`src/rtl/data_array_port_ctrl.sv`:
```
// data_array_port_ctrl: clears a single-port data-array SRAM after reset/flush,
// then round-robins two requesters onto its RW port and returns read data.
module data_array_port_ctrl #(
  parameter int ADDR_WIDTH = 9,
  parameter int DATA_WIDTH = 256,
  parameter int MASK_WIDTH = DATA_WIDTH / 8
) (
  input  logic                  clk,
  input  logic                  reset,
  input  logic                  flush,
  output logic                  init_done,
  input  logic                  req0_valid,
  output logic                  req0_ready,
  input  logic                  req0_write,
  input  logic [ADDR_WIDTH-1:0] req0_addr,
  input  logic [MASK_WIDTH-1:0] req0_wmask,
  input  logic [DATA_WIDTH-1:0] req0_wdata,
  input  logic                  req1_valid,
  output logic                  req1_ready,
  input  logic                  req1_write,
  input  logic [ADDR_WIDTH-1:0] req1_addr,
  input  logic [MASK_WIDTH-1:0] req1_wmask,
  input  logic [DATA_WIDTH-1:0] req1_wdata,
  output logic                  resp0_valid,
  output logic [DATA_WIDTH-1:0] resp0_rdata,
  output logic                  resp1_valid,
  output logic [DATA_WIDTH-1:0] resp1_rdata,
  output logic                  sram_en,
  output logic                  sram_wmode,
  output logic [ADDR_WIDTH-1:0] sram_addr,
  output logic [MASK_WIDTH-1:0] sram_wmask,
  output logic [DATA_WIDTH-1:0] sram_wdata,
  input  logic [DATA_WIDTH-1:0] sram_rdata
);
  typedef enum logic {INIT, RUN} state_e;
  state_e state_q, state_d;
  logic [ADDR_WIDTH-1:0] cnt_q, cnt_d;
  logic prio_q, prio_d; // port that wins the next tie
  logic rsp_v_q, rsp_p_q, init_done_q;
  logic run, g1, acc, w;
  logic [ADDR_WIDTH-1:0] a;
  logic [MASK_WIDTH-1:0] m;
  logic [DATA_WIDTH-1:0] d;
  always_comb begin
    run = state_q == RUN;
    g1 = req1_valid & (~req0_valid | prio_q);
    acc = run & ~flush & (req0_valid | req1_valid);
    w = g1 ? req1_write : req0_write;
    a = g1 ? req1_addr : req0_addr;
    m = g1 ? req1_wmask : req0_wmask;
    d = g1 ? req1_wdata : req0_wdata;
    state_d = run ? (flush ? INIT : RUN) : (&cnt_q ? RUN : INIT);
    cnt_d = run ? '0 : cnt_q + 1'b1;
    prio_d = acc ? ~g1 : prio_q;
  end
  always_ff @(posedge clk) begin
    if (reset) begin
      state_q <= INIT;
      cnt_q <= '0;
      prio_q <= 1'b0;
      rsp_v_q <= 1'b0;
      rsp_p_q <= 1'b0;
      init_done_q <= 1'b0;
    end else begin
      state_q <= state_d;
      cnt_q <= cnt_d;
      prio_q <= prio_d;
      rsp_v_q <= acc & ~w;
      rsp_p_q <= g1;
      init_done_q <= state_d == RUN;
    end
  end
  // Every output is forced low while reset is held, independent of state.
  assign init_done = ~reset & init_done_q;
  assign req0_ready = ~reset & acc & ~g1;
  assign req1_ready = ~reset & acc & g1;
  assign sram_en = ~reset & (~run | acc);
  assign sram_wmode = ~reset & (~run | (acc & w));
  assign sram_addr = reset ? '0 : ~run ? cnt_q : acc ? a : '0;
  assign sram_wmask = reset ? '0 : ~run ? '1 : (acc & w) ? m : '0;
  assign sram_wdata = (~reset & acc) ? d : '0;
  assign resp0_valid = ~reset & rsp_v_q & ~rsp_p_q;
  assign resp1_valid = ~reset & rsp_v_q & rsp_p_q;
  assign resp0_rdata = resp0_valid ? sram_rdata : '0;
  assign resp1_rdata = resp1_valid ? sram_rdata : '0;
endmodule

```
`config.mk`:
```
export PLATFORM = sky130hd
export DESIGN_NAME = data_array_port_ctrl
export DESIGN_NICKNAME = d
export VERILOG_FILES = /design/src/rtl/data_array_port_ctrl.sv
export SDC_FILE = /design/constraint.sdc
export NUM_CORES = 1
export LEC_CHECK = 0
export BUFFER_PORTS_ARGS = -buffer_cell sky130_fd_sc_hd__buf_4
export CAP_MARGIN = 20
export CELL_PAD_IN_SITES_DETAIL_PLACEMENT = 0
export CELL_PAD_IN_SITES_GLOBAL_PLACEMENT = 2
export CORE_AREA = 4 4 657 659
export DETAILED_ROUTE_END_ITERATION = 8
export DIE_AREA = 0 0 661 663
export PLACE_DENSITY = 0.37
export SLEW_MARGIN = 20
export SYNTH_ARGS = -nofsm -noshare
export SYNTH_HDL_FRONTEND = slang
export SYNTH_SLANG_ARGS = --single-unit
```
`constraint.sdc`:
```
create_clock -name clk -period 2.1 [get_ports clk]
set_input_delay 0.21 -clock clk [delete_from_list [all_inputs] [get_ports clk]]
set_output_delay 0.21 -clock clk [all_outputs]
set_load 0.01 [all_outputs]
```
==> impl_metrics.toml <==
[run_status]
status = "finished with violations"
violations = "setup timing"

[setup_path]
worstSetupEndpointType = "output port"
required_ns = 1.89
critPathMaxFanout = 9
crit_type = "reg2out"
arrival_ns = 2.16
start_kind = "register"

[power_and_ir_drop]
p_leak_nw = 14.0
p_per_area_nw_per_um2 = 109
ir_drop_mv = 0.193

[grt]
track_usage = 0.161
gr-usage-met1 = 0.171
antenna_found_initial = 253
use_met3 = 0.107
met2_usage = 0.269
grt_max_degree = 63
grt.busiest_layer = "met2"
grt_remaining_overflow = 0
grt_pass1_vias = 18600
grt_pass1_wl_um = 413000

[synthesis]
yosys-top-cells-count = "and2_1 (515), a22o_1 (256), clkbuf_1 (78)"
synth.distinct_cells = 33
netlist.area_leader.share = 0.422
syn_nets = 1976
synth_edf_count = 0
synthFlopType = "dfxtp_1"
synth_area_leaders = "and2_1 (42%), a22o_1 (29%), mux2_2 (4.7%)"
synthCells = 1117
yosys_warnings = 0
yosys.area.top_type = "and2_1"
synth.avg_cell_area_um2 = 6.83
ys_seq_area_frac = 0.0341
mappedNetlistArea_um2 = 7630
yosysMostFrequentCell = "and2_1"
ys_ff_latch = 13
synth_async_sr_flop_share = 0

[floorplan]
initial_core_util = 0.0179
rows = 240
chipHeight_um = 663
io_pins = 1673
die_x_um = 661
dieArea_um2 = 438000
coreArea_um2 = 426000

[finish]
final_layout_size_suffix_gt1_frac = 0.723
fin_nets = 3724
final_core_util = 0.0754
num-fill-cells = 50100
seqCellArea_um2 = 268
multi_input_area_um2 = 7990
final_area_um2 = 32100
syn_to_final_growth_pct = 321

[clock_tree]
h-tree-depth = 1
clk_latency_ns = 0.26
cts.clk_slew.worst_paths_ns = 0.05
numClockSinks = 13
cts_max_path_buffers = 2
cts_made_buffers = 3
cts_root_buf = "clkbuf_16"
cts_tree = "built"
hold_buffers = 0

[drt]
dr.pass1.iters = 4
drt_wl_total_um = 370000
route.detailed.wl_per_inst_um = 43.0
drcViolationCount = 0
vias_per_cell = 2.16
vias = 18600
first_iter_violations = 1317
ant_nets = 0

[sta]
finalHoldViolCount = 0
rsz0062_at_grt = "true"
slew_viol_final = 0
setup_slack_ns = -0.269
finalSetupViolations = 387
slew_headroom = 0.733
period_share = 1.13
clock_skew_ns = 0.00564
timing.fmax_mhz = 422
min_period_ns = 2.37
worst_slew_pin_slew_ns = 0.399

[place]
dpl_cell_area_um2 = 28400
numPortBuffers = 1672
dpl.hpwl_um = 349000
gp_congestion = 1.04
dp_slack_ns = -1.08

[flow_run]
cap_violations = 0

[worst_hold_path]
hp-class = "in2reg"
state kept, by name, summed over array words and instances, names as in the netlist:
name / flops
cnt_q: 9
init_done_q: 1
prio_q: 1
rsp_p_q: 1
rsp_v_q: 1
through the flow:
step                hold WS, ns  total power, mW  setup TNS (ns)  instances
detailed placement        0.467             3.12          -52.98       8463
global route              0.427             3.66          -86.03       8566
global placement          0.449             3.13          -61.83       8462
finish                    0.408             3.51          -50.96       8593
CTS                       0.419             3.63          -74.15       8533
floorplan                 0.326            0.448               0       1117
worst paths after layout:
check                           slack (ns)  cells after the start        endpoint     start
worst max-delay path                 -0.27                     10  sram_wdata[53]    prio_q
worst min-delay path                  0.41                      3         rsp_p_q     reset
worst max register to register        0.49                      7     init_done_q  cnt_q[0]
worst min register to register        0.48                      1        cnt_q[0]  cnt_q[0]
routing by layer:
| layer | vias to the layer above | wire, um |
|---|---|---|
| li1 | 7432 | - |
| met4 | 234 | 8230 |
| met5 | - | 1590 |
| met3 | 500 | 55200 |
| met2 | 1422 | 171000 |
| met1 | 8975 | 134000 |
cells by family (layout without fill, tap and decap cells):
logic type,count (synthesis),after routing,share of synthesized area
compound gates,304,305,0.330
flops,13,13,0.0341
simple gates,614,614,0.477
other cells,0,42,0
xor+xnor,6,6,0.00689
fa+ha+maj,2,2,0.00328
buf+inv,136,1882,0.0887
mux,42,42,0.0603
report_power, final:
group / switching (mW) / internal, mW / leakage (nW) / total (mW)
Combinational: 1.56 / 1.31 / 13.9 / 2.86
Sequential: 0.00693 / 0.250 / 0.107 / 0.257
Clock: 0.136 / 0.258 / 0.0384 / 0.394
Total: 1.70 / 1.81 / 14.0 / 3.51
worst max-delay path, cell delays in order, from the launching register on:
cell	delay, ns
dfxtp_4	0.36
o21ai_4	0.23
buf_6	0.15
nor3_4	0.04
buf_12	0.14
buf_16	0.16
buf_12	0.18
buf_12	0.13
buf_4	0.13
a22o_1	0.19
buf_4	0.15
layout make-up:
| cell class | instances | area share |
|---|---|---|
| antenna | 42 | 0.00327 |
| sequential | 13 | 0.00834 |
| tap | 5687 | 0.222 |
| inverter | 1 | 0.000117 |
| timing repair buffer | 1877 | 0.516 |
| multi-input combinational | 969 | 0.249 |
| clock buffer | 4 | 0.00245 |
cells in the final DEF (no fill, tap or decap), types with 2 or more instances in the layout:
cell type,Yosys,final
o21ai_1,1,6
buf_8,0,29
mux2i_4,0,8
o21ai_2,1,11
xor2_1,3,3
dfxtp_4,0,2
ha_1,2,2
o21ai_0,41,23
nand3_1,2,2
and2_1,515,515
dfxtp_1,13,11
xnor2_1,3,3
clkbuf_16,0,4
buf_4,14,1599
a22o_1,256,132
a21oi_1,2,2
nor2_1,10,9
mux2_2,32,29
a22o_4,0,120
bufbuf_16,0,2
nor2b_1,3,3
buf_6,10,125
o21ai_4,0,4
buf_12,0,94
mux2_4,0,3
mux2i_1,10,2
diode_2,0,42
nand2_1,75,74
buf_16,0,27
a22o_2,0,4
what timing repair did:
action / in CTS / in global routing
setup endpoints to repair: 552 / 569
buffers inserted: 44 / 20
gates resized for setup: 399 / 108
pin swaps: 53 / 41
gates cloned: 22 / 1
Power figures use the tool's default switching activity.
